[config.mk]
export PLATFORM = sky130hd
export DESIGN_NAME = s3g_tx_flat
export DESIGN_NICKNAME = d
export VERILOG_FILES = /design/src/rtl/s3g_tx_if.sv /design/src/rtl/s3g_tx.sv /design/src/flat_wrapper.sv
export SDC_FILE = /design/constraint.sdc
export NUM_CORES = 1
export LEC_CHECK = 0
export CAP_MARGIN = 20
export CORE_MARGIN = 2
export CORE_UTILIZATION = 40
export DETAILED_ROUTE_END_ITERATION = 12
export SLEW_MARGIN = 20
export SYNTH_ARGS = -nofsm -noshare
export SYNTH_HDL_FRONTEND = slang
export SYNTH_SLANG_ARGS = --single-unit
[constraint.sdc]
create_clock -name clk -period 7 [get_ports clk]
set_input_delay 1.05 -clock clk [delete_from_list [all_inputs] [get_ports clk]]
set_output_delay 1.05 -clock clk [all_outputs]
set_load 0.01 [all_outputs]
[src/rtl/s3g_tx_if.sv]
// Request/buffer and UART transmit-side signals of the S3G response sequencer.
// The master modport is the requester/UART side; slave is the sequencer.
interface s3g_tx_if #(
  parameter int unsigned ADDR_W = 5
);
  logic              buf_we;
  logic [ADDR_W-1:0] buf_addr;
  logic [7:0]        buf_wdata;
  logic              send;
  logic [7:0]        payload_len;
  logic              busy;
  logic              done;
  logic              err;
  logic [7:0]        frames_sent;
  logic [7:0]        tx_data;
  logic              tx_wr;
  logic              tx_done;

  modport master (
    output buf_we, buf_addr, buf_wdata, send, payload_len, tx_done,
    input  busy, done, err, frames_sent, tx_data, tx_wr
  );

  modport slave (
    input  buf_we, buf_addr, buf_wdata, send, payload_len, tx_done,
    output busy, done, err, frames_sent, tx_data, tx_wr
  );
endinterface

[src/rtl/s3g_tx.sv]
// S3G response-packet sequencer: emits 0xD5, length, payload, CRC8 (Maxim, reflected)
// through the UART transmit handshake. Sole owner of the UART TX port.
module s3g_tx #(
  parameter int unsigned MAX_PAYLOAD = 32,
  parameter int unsigned ADDR_W      = 5
) (
  input  logic        clk,
  input  logic        rst,
  s3g_tx_if.slave     bus
);

  localparam int unsigned IDX_W    = ADDR_W + 1;
  localparam logic [7:0]  SOP_BYTE = 8'hD5;
  localparam logic [7:0]  MAX_LEN  = 8'(MAX_PAYLOAD);

  // Each byte has an issue state (tx_wr high) and a wait state (hold until tx_done).
  typedef enum logic [3:0] {
    S_IDLE, S_SOP_I, S_SOP_W, S_LEN_I, S_LEN_W, S_DATA_I, S_DATA_W, S_CRC_I, S_CRC_W
  } state_t;

  state_t           state, state_nxt;
  logic [7:0]       mem [MAX_PAYLOAD];
  logic [7:0]       len, len_nxt;
  logic [7:0]       crc, crc_nxt;
  logic [IDX_W-1:0] idx, idx_nxt;
  logic [7:0]       tx_data_q, tx_data_nxt;
  logic [7:0]       frames_q, frames_nxt;
  logic             tx_wr_q, tx_wr_nxt;
  logic             busy_q, busy_nxt;
  logic             done_q, done_nxt;
  logic             err_q, err_nxt;
  logic [7:0]       rd_byte;

  function automatic logic [7:0] crc8_step(input logic [7:0] c, input logic [7:0] d);
    logic [7:0] r;
    logic [7:0] b;
    r = c;
    b = d;
    for (int i = 0; i < 8; i++) begin
      if ((r[0] ^ b[0]) == 1'b1) r = (r >> 1) ^ 8'h8C;
      else                       r = r >> 1;
      b = b >> 1;
    end
    return r;
  endfunction

  // Payload buffer: frozen while a frame is in flight, never reset.
  always_ff @(posedge clk) begin
    if (bus.buf_we && !busy_q) mem[bus.buf_addr] <= bus.buf_wdata;
  end

  always_comb begin
    state_nxt   = state;
    len_nxt     = len;
    crc_nxt     = crc;
    idx_nxt     = idx;
    tx_data_nxt = tx_data_q;
    frames_nxt  = frames_q;
    tx_wr_nxt   = 1'b0;
    busy_nxt    = busy_q;
    done_nxt    = 1'b0;
    err_nxt     = 1'b0;
    rd_byte     = mem[idx[ADDR_W-1:0]];
    unique case (state)
      S_IDLE: begin
        if (bus.send) begin
          if (bus.payload_len != 8'd0 && bus.payload_len <= MAX_LEN) begin
            len_nxt     = bus.payload_len;
            crc_nxt     = 8'h00;
            idx_nxt     = '0;
            busy_nxt    = 1'b1;
            tx_wr_nxt   = 1'b1;
            tx_data_nxt = SOP_BYTE;
            state_nxt   = S_SOP_I;
          end else begin
            err_nxt = 1'b1;
          end
        end
      end
      S_SOP_I: state_nxt = S_SOP_W;
      S_SOP_W: begin
        if (bus.tx_done) begin
          tx_wr_nxt   = 1'b1;
          tx_data_nxt = len;
          state_nxt   = S_LEN_I;
        end
      end
      S_LEN_I: state_nxt = S_LEN_W;
      // len >= 1, so idx == len can only hold after at least one data byte.
      S_LEN_W, S_DATA_W: begin
        if (bus.tx_done) begin
          tx_wr_nxt = 1'b1;
          if (8'(idx) == len) begin
            tx_data_nxt = crc;
            state_nxt   = S_CRC_I;
          end else begin
            tx_data_nxt = rd_byte;
            crc_nxt     = crc8_step(crc, rd_byte);
            idx_nxt     = idx + IDX_W'(1);
            state_nxt   = S_DATA_I;
          end
        end
      end
      S_DATA_I: state_nxt = S_DATA_W;
      S_CRC_I:  state_nxt = S_CRC_W;
      S_CRC_W: begin
        if (bus.tx_done) begin
          busy_nxt   = 1'b0;
          done_nxt   = 1'b1;
          frames_nxt = frames_q + 8'd1;
          state_nxt  = S_IDLE;
        end
      end
      default: state_nxt = S_IDLE;
    endcase
  end

  always_ff @(posedge clk) begin
    if (!rst) begin
      state     <= S_IDLE;
      len       <= 8'h00;
      crc       <= 8'h00;
      idx       <= '0;
      tx_data_q <= 8'h00;
      frames_q  <= 8'h00;
      tx_wr_q   <= 1'b0;
      busy_q    <= 1'b0;
      done_q    <= 1'b0;
      err_q     <= 1'b0;
    end else begin
      state     <= state_nxt;
      len       <= len_nxt;
      crc       <= crc_nxt;
      idx       <= idx_nxt;
      tx_data_q <= tx_data_nxt;
      frames_q  <= frames_nxt;
      tx_wr_q   <= tx_wr_nxt;
      busy_q    <= busy_nxt;
      done_q    <= done_nxt;
      err_q     <= err_nxt;
    end
  end

  assign bus.tx_data     = tx_data_q;
  assign bus.tx_wr       = tx_wr_q;
  assign bus.busy        = busy_q;
  assign bus.done        = done_q;
  assign bus.err         = err_q;
  assign bus.frames_sent = frames_q;

endmodule

[src/flat_wrapper.sv]
// flat-port wrapper written by rule: the top's interface ports become plain ports
module s3g_tx_flat 
#(
  parameter int unsigned MAX_PAYLOAD = 32,
  parameter int unsigned ADDR_W      = 5
)
  (clk, rst, bus_buf_we, bus_buf_addr, bus_buf_wdata, bus_send, bus_payload_len, bus_tx_done, bus_busy, bus_done, bus_err, bus_frames_sent, bus_tx_data, bus_tx_wr);
  s3g_tx_if #(.ADDR_W(ADDR_W)) bus_i ();
  input  logic clk;
  input  logic rst;
  input wire logic [$bits(bus_i.buf_we)-1:0] bus_buf_we;
  input wire logic [$bits(bus_i.buf_addr)-1:0] bus_buf_addr;
  input wire logic [$bits(bus_i.buf_wdata)-1:0] bus_buf_wdata;
  input wire logic [$bits(bus_i.send)-1:0] bus_send;
  input wire logic [$bits(bus_i.payload_len)-1:0] bus_payload_len;
  input wire logic [$bits(bus_i.tx_done)-1:0] bus_tx_done;
  output wire logic [$bits(bus_i.busy)-1:0] bus_busy;
  output wire logic [$bits(bus_i.done)-1:0] bus_done;
  output wire logic [$bits(bus_i.err)-1:0] bus_err;
  output wire logic [$bits(bus_i.frames_sent)-1:0] bus_frames_sent;
  output wire logic [$bits(bus_i.tx_data)-1:0] bus_tx_data;
  output wire logic [$bits(bus_i.tx_wr)-1:0] bus_tx_wr;
  assign bus_i.buf_we = bus_buf_we;
  assign bus_i.buf_addr = bus_buf_addr;
  assign bus_i.buf_wdata = bus_buf_wdata;
  assign bus_i.send = bus_send;
  assign bus_i.payload_len = bus_payload_len;
  assign bus_i.tx_done = bus_tx_done;
  assign bus_busy = bus_i.busy;
  assign bus_done = bus_i.done;
  assign bus_err = bus_i.err;
  assign bus_frames_sent = bus_i.frames_sent;
  assign bus_tx_data = bus_i.tx_data;
  assign bus_tx_wr = bus_i.tx_wr;
  s3g_tx #(.MAX_PAYLOAD(MAX_PAYLOAD), .ADDR_W(ADDR_W)) u_core (.clk(clk), .rst(rst), .bus(bus_i));
endmodule
* Word-level counts from Yosys, hierarchy flattened
Memories as Yosys holds them, arrays and structs flattened. A register that Yosys moved wholly into a read port is not among the register bits.
Cells that the tools add are included.
W data, S select, Z words.
** Operators by class
- Add/subtract/negate cells :: 2
- Multipliers :: 0
- Div/mod/pow operators :: 0
- $lt $le $gt $ge :: 1
- Eq/ne operators :: 15
- Shift-type cells :: 0
- Mux-type cells :: 65
- Bitwise gates (word level) :: 16
- Reduce and logical (&&, ||, !) cells :: 18
** Operators by type and width (count)
- $mux W8 :: 38
- $pmux W4 S8 :: 1
- $mux W6 :: 4
- $not A2 Y3 :: 8
- $pmux W8 S3 :: 1
- $mux W4 :: 5
- $eq A4 B3 Y1 const B :: 4
- $pmux W8 S2 :: 1
- $reduce_and A5 Y1 :: 3
- $pmux W6 S2 :: 1
- $mux W5 :: 2
- $ne A2 B2 Y1 const B :: 5
- $mux W1 :: 9
- $add A8 B1 Y8 const B :: 1
- $eq A4 B2 Y1 const B :: 2
- $eq A6 B8 Y1 :: 1
- $le A8 B6 Y1 const B :: 1
- $reduce_bool A8 Y1 :: 1
- $xor A1 B1 Y1 :: 8
- $add A6 B1 Y6 const B :: 1
- $reduce_and A3 Y1 :: 2
- $eq A4 B1 Y1 const B :: 1
- $eq A4 B4 Y1 const B :: 1
- $logic_not A4 Y1 :: 1
- other kinds (11) :: 15
** Word-level totals
- Flip-flop bits (word level) :: 46
- Latch bits :: 0
- Bits in writable memories :: 256
- Memory bits (read-only) :: 0
- Input port bits :: 26
- Output and inout port bits :: 20
- Memories :: 1
** Memory list
- u_core.mem :: words 32, bits a word 8, read ports 1, clocked after Yosys merged registers in 1, wr ports 1, line s3g_tx.sv:22 : logic [7:0] mem [MAX_PAYLOAD];

* Longest topological paths before layout
Gate-level depths: netlist of run 1.
- Depth after elaboration :: 40
- Mapped depth :: 11

* Least setup slack after synthesis of run 1
OpenSTA, ideal clock, no wires.
- Path type :: input-to-reg
- Start point :: input bus_payload_len[1]
- End point :: register u_core.crc[0]
- Library setup time :: 0.069 ns
- Arrival :: 3.168 ns
- Required time :: 6.931 ns
- Path slack :: 3.762 ns
- Cell stages on the path :: 10
- Path through :: or4_1 -> or3_1 -> nand3_1 -> nand2b_1 -> buf_2 -> a21boi_1 -> and2_1 -> clkbuf_1 -> nand2_1 -> o21ai_1
** Between the ends
- Longest elaborated chain between the ends :: 4
** Ends and longest elaborated chain
- start, declared :: line flat_wrapper.sv:15 : input wire logic [$bits(bus_i.payload_len)-1:0] bus_payload_len;
- $le A8 B6 Y1 / $reduce_bool A8 Y1 (equally long branches) :: line s3g_tx.sv:67 : if (bus.payload_len != 8'd0 && bus.payload_len <= MAX_LEN) begin
- $logic_and A1 B1 Y1 (*) :: line s3g_tx.sv:67
- $ne A2 B1 Y1 (no line) (*)
- $reduce_and A5 Y1 (no line) (*)
- end signal, assigned :: line s3g_tx.sv:133 : crc <= crc_nxt;
- end, declared :: line s3g_tx.sv:24 : logic [7:0] crc, crc_nxt;
Every way passes the cells marked *; elsewhere a longest branch is shown, timed or not.
A chain may end at the register's enable or synchronous reset.

==> flow_summary.toml, run 1 <==
[status]
status = "finished clean"

[logic_synthesis]
synth-seq-cells = 307
synth-edff-count = 256
yosys_warnings = 0
synth_top_family_by_area = "multiplexers"
seq_area_frac_synth_pct = 70.4
syn_inst = 699
ys_async_sr_fraction_pct = 0
muxShareOfSynthArea_pct = 15.0
synth_xor_area_share_pct = 3.16
yosysTopAreaCellShare_pct = 62.1
synth_fp_nets = 727
synth_top_cell_by_area = "edfxtp_1"
synthAdderAreaFrac_pct = 0.202
synthSimpleGateAreaFrac_pct = 5.69
ys_types = 52
synth.avg_cell_area_um2 = 17.7
synth-compound-area-share_pct = 3.91
synth_area_um2 = 12400
synth_area_leaders = "edfxtp_1 (62%), mux4_2 (10%), dfxtp_1 (8.3%)"
synthFlopType = "edfxtp_1"

[final_layout]
layout_common_cells = "edfxtp_1 (256), mux4_2 (56), dfxtp_1 (49)"
layout_commonest_cell = "edfxtp_1"
antenna_cells = 0
syn_to_final_growth_pct = 14.6
fin_util_pct = 46.5
final_area_um2 = 14200
drive_gt1_share_pct = 16.9
layoutNonFillerInstCount = 1169
layout.nets = 776
fill_cells = 2584

[sta]
hold_viol_final = 0
setup_viol = 0
worst-slew-pin-transition_ps = 892
period_needed_ps = 3950
finalClockSkew_ps = 14.8
timing.fmax_mhz = 253
fin_crit_sh_pct = 56.5
drv_slew = 0
rsz0062_at_grt = "false"
relSlewSlack_pct = 40.3
final.setup.tns_ps = 0
whs_ps = 471
setup_slack_ps = 3050

[floorplanning]
io_pins = 46
rows = 64
fp.dieArea_um2 = 32300
initial_core_util_pct = 40.5
coreArea_um2 = 30500
die_w_um = 180
die_y_um = 180

[worst_setup_path]
cp.arrival_ps = 4400
cp-end-kind = "flop"
cp_max_fo = 45
cp-start-kind = "flop"
crit_top_cell = "xnor2_1"
crit_required_ps = 7450
max_stage_delay_ps = 830
crit_path_top_delay_cell = "dfxtp_4"
criticalPathCategory = "reg2reg"
path_cells = "buf_4, mux2i_1, a22oi_1, a21oi_1, nor4_1, xnor2_1, xnor3_1, xnor2_1, o21ai_1"

[cts]
clock_latency_ps = 580
post_cts_buffers = 0
clk_path_buf_depth = 3
cts_root_buffer = "clkbuf_16"
htree_levels = 1
clk_pin_slew_worst_paths_ps = 60
cts_tree = "built"
cts_buffers = 31
hold_buffers = 0
clkSinkCount = 307
post_cts_resized = 0

[pwr]
p_switching_mw = 0.753
ir_drop_mv = 0.243
power_density_nw_per_um2 = 267
p_comb_share_pct = 2.4
power_frac_seq_pct = 52.8
power.leakage_nw = 4.51
switching_share_pct = 19.9
internal-power_mw = 3.03
clkPwrFrac_pct = 44.8
p_total_mw = 3.79

[global_route]
grt_antenna_before_repair = 0
grt_use_total_pct = 16.2
grt_pass1_wl_um = 40400
grt_pass1_vias = 6613
grt_start_max_net_pins = 46
grt_overflow_total = 0

[detailed_routing]
drtAntennaViolNets = 0
vias_per_cell = 5.52
drt_iter0_markers = 568
routedWlPerCell_um = 22.3
drc = 0
drt_wl_total_um = 26100
vias = 6457
first_pass_iters = 5

[placement]
placed_cell_area_um2 = 13200
place_inst = 1111
dpl.hpwl_um = 17300
dp_slack_ps = 2800
gp_congestion = 0.882
port_buffers = 45

[job]
drv_cap = 0

[min_path]
worstHoldPathType = "reg2reg"
routing by layer:
metal	up-vias	wire (um)	track usage (%)
met2	241	12400	25.9
li1	2855	-	-
met1	3316	11500	23.0
met5	-	0	0
met4	0	682	4.75
met3	45	1550	2.67
cells in the mapped netlist, types with 4 or more instances:
library cell	count
nand3_1	5
o21ai_1	6
edfxtp_1	256
o211a_1	7
nand3b_1	4
buf_2	7
inv_1	4
xnor2_1	23
o21ai_0	9
xor2_2	4
xor2_1	9
and2_1	13
buf_1	5
a22oi_1	20
clkbuf_1	14
a221oi_1	5
mux2i_1	45
a21oi_1	10
and3_1	9
mux4_2	56
nor4_1	4
or3_1	5
nor2_1	43
dfxtp_1	51
nor2b_1	15
nand2_1	24
registers in the layout, indices dropped and copies added, names as in the netlist, named ones only:
| signal | flops |
|---|---|
| u_core.len | 8 |
| u_core.bus.frames_sent | 8 |
| u_core.bus.tx_data | 8 |
| u_core.idx | 6 |
| u_core.crc | 8 |
| u_core.bus.tx_wr | 1 |
| u_core.mem | 256 |
| u_core.bus.busy | 1 |
| u_core.bus.err | 1 |
| u_core.bus.done | 1 |
| u_core.state | 4 |
area by class of cell:
| class | count | area (um^2) | area share, % |
|---|---|---|---|
| tap | 396 | 495 | 3.49 |
| multi-input combinational | 355 | 3450 | 24.4 |
| inverter | 4 | 15.0 | 0.106 |
| sequential | 307 | 8710 | 61.5 |
| clock inverter | 21 | 246 | 1.74 |
| clock buffer | 37 | 808 | 5.70 |
| timing repair buffer | 49 | 444 | 3.13 |
cell families (layout without fill, tap and decap cells):
family                   count (synthesis)  count (layout)
AND/OR/NAND/NOR                        137             137
adder cells (fa/ha/maj)                  2               2
buffers and inverters                   37             111
AO/OA/AOI/OAI                           69              69
multiplexers                           109             109
flip-flops                             307             307
XOR/XNOR                                38              38
final timing paths:
check / end / startpoint / depth (start not counted) / slack [ps]
setup / recovery: u_core.crc[7] / flop / 9 / 3050
hold / removal: u_core.len[6] / u_core.len[6] / 2 / 470
setup reg to reg: u_core.crc[7] / flop / 9 / 3050
hold reg to reg: u_core.len[6] / u_core.len[6] / 2 / 470
critical path, delay by kind of cell (launching register included):
family | cells | cell delay (ps)
DFF | 1 | 830
AOI/OAI and AO/OA | 3 | 420
buffers and inverters | 1 | 610
and+or+nand+nor | 1 | 700
xor gates and xnor gates | 3 | 930
muxes | 1 | 260
power groups by stage:
stage                     logic [mW]  clock network, mW  registers [mW]
after floorplan               0.0333                  0            2.04
after global placement        0.0900                  0            2.04
after detailed placement      0.0944                  0            2.04
after CTS                     0.0947               1.73            2.00
after global routing           0.100               1.81            2.00
final                         0.0913               1.70            2.00
(Power assumes the default switching activity.)
==> inputs of run 2 (changes only) <==
- clock period: 7 -> 3.4 ns (I/O delays scaled with it)
==> run 2 against run 1 <==
Compared with the run above:
- routed wire length fell by 1.5%
- first-iteration DRC count down 19%
- combinational power rose by 120%
- sequential share of layout area shrank 1.4 points
- die area unchanged
- critical path depth unchanged
- clock power up 100%
- critical path type unchanged
- sequential power up 110%
- via count grew 0.50%
- worst hold slack better by 4.0 ps
- power grew 100%
==> flow_summary.toml, run 2 (synthesized netlist as in run 1, its figures left out) <==
[final_layout]
layout_common_cells = "edfxtp_1 (256), mux4_2 (56), dfxtp_1 (49)"
regArea_um2 = 8710
layout.nets = 811
layout_commonest_cell = "edfxtp_1"
largest_reg_flops = 256
fill_cells = 2530
regMostFlops = "u_core.mem"
multi_input_area_um2 = 3450
drive_gt1_share_pct = 20.3
antenna_cells = 0
syn_to_final_growth_pct = 17.2

[cts]
post_cts_buffers = 0
hold_buffers = 0
post_cts_resized = 0
cts_root_buffer = "clkbuf_16"
cts_buffers = 31
clk_path_buf_depth = 3
htree_levels = 1
clock_latency_ps = 570
clkSinkCount = 307
clk_pin_slew_worst_paths_ps = 60
cts_tree = "built"

[worst_setup_path]
cp_top_family = "XOR/XNOR gates"
cp-start-kind = "flop"
criticalPathCategory = "reg2reg"
crit_required_ps = 3830
max_stage_delay_ps = 620
cp-end-kind = "flop"
crit_path_top_delay_cell = "nor2_1"
reg2reg_slack_ps = 240
crit_buf_inv = 1
path_cells = "nor2_1, a22oi_1, a21oi_1, nor4_1, buf_4, xnor2_1, xnor3_1, xnor2_1, o21ai_1"
crit_top_cell = "xnor2_1"
cp.arrival_ps = 3590
cp_max_fo = 10

[floorplanning]
fp.dieArea_um2 = 32300
coreArea_um2 = 30500
io_pins = 46
initial_core_util_pct = 40.5
die_w_um = 180
die_y_um = 180
rows = 64

[sta]
worst-slew-pin-transition_ps = 991
hold_viol_final = 0
period_needed_ps = 3160
relSlewSlack_pct = 33.7
rsz0062_at_grt = "false"
drv_slew = 0
finalClockSkew_ps = 19.7
fin_crit_sh_pct = 93.0
timing.fmax_mhz = 316
setup_slack_ps = 239
final.setup.tns_ps = 0
setup_viol = 0

[placement]
gp_congestion = 0.856
port_buffers = 45
dpl.hpwl_um = 17500
dp_slack_ps = 247

[detailed_routing]
routedWlPerCell_um = 21.4
vias_per_cell = 5.39
drtAntennaViolNets = 0
drt_iter0_markers = 460
first_pass_iters = 5
vias = 6489
drt_wl_total_um = 25700
drc = 0

[global_route]
grt_antenna_before_repair = 0
grt_pass1_vias = 6637
grt_pass1_wl_um = 39800
grt_use_total_pct = 15.9
grt_overflow_total = 0
grt_start_max_net_pins = 34

[job]
drv_cap = 0

[pwr]
p_total_mw = 7.75
power_density_nw_per_um2 = 535
power.leakage_nw = 4.71
ir_drop_mv = 0.450

[min_path]
worstHoldPathType = "reg2reg"

[status]
status = "finished clean"
==> run 2: changes by cell type in the layout (fill, tap and decap cells not counted), sizes merged <==
cell | previous run | this run
buf | 12 | 42
inv | 5 | 7
clkdlybuf4s50 | 37 | 42
clkinvlp | 3 | 2
clkinv | 12 | 13
bufinv | 5 | 3
==> run 2: final timing paths <==
check	from	end	cells past startpoint
hold reg to reg	u_core.len[6]	u_core.len[6]	2
setup / recovery	flop	u_core.crc[3]	9
hold / removal	u_core.len[6]	u_core.len[6]	2
setup reg to reg	flop	u_core.crc[3]	9
==> run 2: tightest hold or removal path, stage by stage, from the launching register on <==
cell and delay, ps:
dfxtp_1 310, inv_1 80, nor2_1 50
==> run 2: per-layer routing <==
layer  GRT usage, %  routed length, um  up-vias
met5              0                  0        -
met4           3.58                520        0
met3           2.55               1280       37
met2           26.2              12200      191
met1           22.5              11700     3310
li1               -                  -     2951
==> run 2: stage by stage <==
step / hold slack (ps) / utilization [%] / cells / area [um^2]
after floorplan: 430 / - / 699 / 12400
after global placement: 461 / 44.1 / 1146 / 13500
after detailed placement: 468 / 44.1 / 1146 / 13500
after CTS: 476 / 47.6 / 1204 / 14500
after global routing: 481 / 47.5 / 1204 / 14500
final: 475 / 47.5 / 1204 / 14500
==> run 2: power breakdown <==
group | internal [mW] | total, mW | switching, mW
Sequential | 4.10 | 4.12 | 0.0134
Clock | 2.02 | 3.44 | 1.42
Combinational | 0.0752 | 0.197 | 0.122
Total | 6.20 | 7.75 | 1.55
==> run 2: area by class of cell <==
type,count,share of cell area (%)
Sequential cell,307,60.1
Multi-Input combinational cell,355,23.8
Clock buffer,37,5.87
Timing Repair Buffer,84,5.28
Tap cell,396,3.42
Clock inverter,21,1.40
Inverter,4,0.104
==> inputs of run 3 (changes only) <==
- ABC_AREA: unset -> 1
- ABC_CLOCK_PERIOD_IN_PS: unset -> 3400
==> run 3 against run 2 <==
Compared with the run above:
- register-to-register slack improved by 350 ps
- count of clock-buffer cells in the layout up 6
- global-route usage rose by 3.0 points
- sequential cell count is the same
- sequential share of layout area down 2.7 points
- worst hold slack lost 23 ps
- fmax grew 12%
- die area up 5.1%
- via count is 41% higher
- worst setup slack improved by 350 ps
- clock power is 8.4% higher
==> flow_summary.toml, run 3 <==
[status]
status = "finished clean"

[cts]
post_cts_resized = 0
clkSinkCount = 307
cts_buffers = 34
post_cts_buffers = 0
clk_pin_slew_worst_paths_ps = 60
cts_root_buffer = "clkbuf_16"
htree_levels = 2
clock_latency_ps = 520
hold_buffers = 0
cts_tree = "built"
clk_path_buf_depth = 3

[final_layout]
layout.nets = 1334
multi_input_area_um2 = 3690
layout_common_cells = "nand2_1 (351), edfxtp_1 (256), nand3_1 (207)"
syn_to_final_growth_pct = 16.7
antenna_cells = 0
fill_cells = 2968
largest_reg_flops = 256
layout_commonest_cell = "nand2_1"
drive_gt1_share_pct = 8.78
regMostFlops = "u_core.mem"
regArea_um2 = 8710

[worst_setup_path]
path_cells = "buf_4, nand3_1, nand3_1, nand2_1, nand2_1, nand3_1, nand2_1, nand2_1, nand2_1, inv_1, nand2_1, nand2_1, nand2_1, nand2_1, nand2_1, nand2_1, inv_1, nand2_1, nand3_1, a21oi_1"
cp.arrival_ps = 3180
criticalPathCategory = "reg2reg"
cp-end-kind = "flop"
reg2reg_slack_ps = 580
max_stage_delay_ps = 630
cp-start-kind = "flop"
r2r_cells = 20
reg2reg_to = "u_core.crc[2]"
cp_max_fo = 64
crit_end = "u_core.crc[2]"
crit_path_top_delay_cell = "buf_4"
crit_top_cell = "nand2_1"
crit_required_ps = 3770

[logic_synthesis]
synth.avg_cell_area_um2 = 10.6
synthSimpleGateAreaFrac_pct = 22.2
yosysTopAreaCellShare_pct = 59.1
synth_area_leaders = "edfxtp_1 (59%), nand2_1 (10%), nand3_1 (8.0%)"
ys_types = 32
synth_commonest_cells = "nand2_1 (351), edfxtp_1 (256), nand3_1 (207), nor2_1 (92), dfxtp_1 (51)"
synth_xor_area_share_pct = 0.202
synth-compound-area-share_pct = 5.75
synth_top_cell_by_area = "edfxtp_1"
synthFlopType = "edfxtp_1"
synth-seq-cells = 307
synth-edff-count = 256
muxShareOfSynthArea_pct = 0
syn_inst = 1233
synth_area_um2 = 13000
synth_fp_nets = 1261
yosys_warnings = 0
ys_async_sr_fraction_pct = 0
yosysMostFrequentCell = "nand2_1"
synthAdderAreaFrac_pct = 0.192
seq_area_frac_synth_pct = 66.9
synth_top_family_by_area = "simple AND/OR/NAND/NOR gates"

[floorplanning]
coreArea_um2 = 32300
die_w_um = 184
rows = 66
die_y_um = 184
io_pins = 46
initial_core_util_pct = 40.3
fp.dieArea_um2 = 34000

[detailed_routing]
vias = 9168
drtAntennaViolNets = 0
drc = 0
routedWlPerCell_um = 18.0
vias_per_cell = 5.17
drt_wl_total_um = 31900
first_pass_iters = 7
drt_iter0_markers = 779

[sta]
finalClockSkew_ps = 19.8
hold_viol_final = 0
setup_viol = 0
whs_ps = 452
rsz0062_at_grt = "false"
worst-slew-pin-transition_ps = 786
fin_crit_sh_pct = 82.8
timing.fmax_mhz = 355
drv_slew = 0
final.setup.tns_ps = 0
period_needed_ps = 2820
relSlewSlack_pct = 47.6

[global_route]
grt_pass1_vias = 8688
grt_antenna_before_repair = 0
grt_pass1_wl_um = 49100
grt_overflow_total = 0
grt_start_max_net_pins = 129
grt_use_total_pct = 18.9

[pwr]
power.leakage_nw = 5.51
ir_drop_mv = 0.366
power_density_nw_per_um2 = 552

[min_path]
worstHoldPathType = "reg2reg"

[placement]
gp_congestion = 0.809
port_buffers = 45
dpl.hpwl_um = 19400

[job]
drv_cap = 0
[run 3: final cells by class]
cell class / count / share of cell area (%)
clock buffers: 43 / 6.15
clock inverters: 19 / 1.34
inverters: 56 / 1.39
multi-input cells: 811 / 24.3
flip-flops and latches: 307 / 57.4
well taps: 442 / 3.64
repair buffers: 96 / 5.82
[run 3: logic make-up after synthesis]
| kind of cell | count (synthesis) |
|---|---|
| adders and majority gates | 2 |
| DFF | 307 |
| and+or+nand+nor | 677 |
| AOI/OAI and AO/OA | 129 |
| buffers and inverters | 115 |
| xor gates and xnor gates | 3 |
[run 3: where the power goes]
part	internal (mW)	leakage, nW	switching [mW]
Clock	2.26	0.554	1.47
Combinational	0.176	2.23	0.305
Sequential	4.14	2.72	0.0373
[run 3: worst min path at each step]
stage                                    startpoint  slack, ps  cells past startpoint                         to
after floorplan                       u_core.len[7]        440                      2              u_core.len[7]
after global placement                u_core.len[7]        440                      2              u_core.len[7]
after detailed placement  u_core.bus.frames_sent[7]        450                      1  u_core.bus.frames_sent[7]
after CTS                 u_core.bus.frames_sent[7]        460                      1  u_core.bus.frames_sent[7]
after global routing      u_core.bus.frames_sent[7]        480                      1  u_core.bus.frames_sent[7]
final                     u_core.bus.frames_sent[7]        450                      1  u_core.bus.frames_sent[7]
[run 3: per-layer routing]
| layer | wire length (um) | track usage, % | vias to the layer above |
|---|---|---|---|
| li1 | - | - | 4456 |
| met1 | 14100 | 25.8 | 4365 |
| met2 | 15100 | 31.1 | 303 |
| met3 | 2130 | 3.32 | 44 |
| met4 | 628 | 5.34 | 0 |
| met5 | 0 | 0 | - |
[run 3: worst max-delay path, delay by kind of cell (launching register included)]
kind,cells,cell delay (ps)
flip-flops,1,340
AND/OR/NAND/NOR,16,1500
AO/OA/AOI/OAI,1,70
buffers and inverters,3,740
[run 3: through the flow]
stage,util (%),power (mW),area [um^2],std cells,setup slack [ps]
3_3_place_gp,43.5,4.73,14000,1712,473
6_report,47.0,8.39,15200,1774,585
3_5_place_dp,43.5,4.74,14000,1712,532
5_1_grt,47.0,8.65,15200,1774,244
2_1_floorplan,-,4.49,13000,1233,1250
4_1_cts,47.0,8.46,15200,1774,611
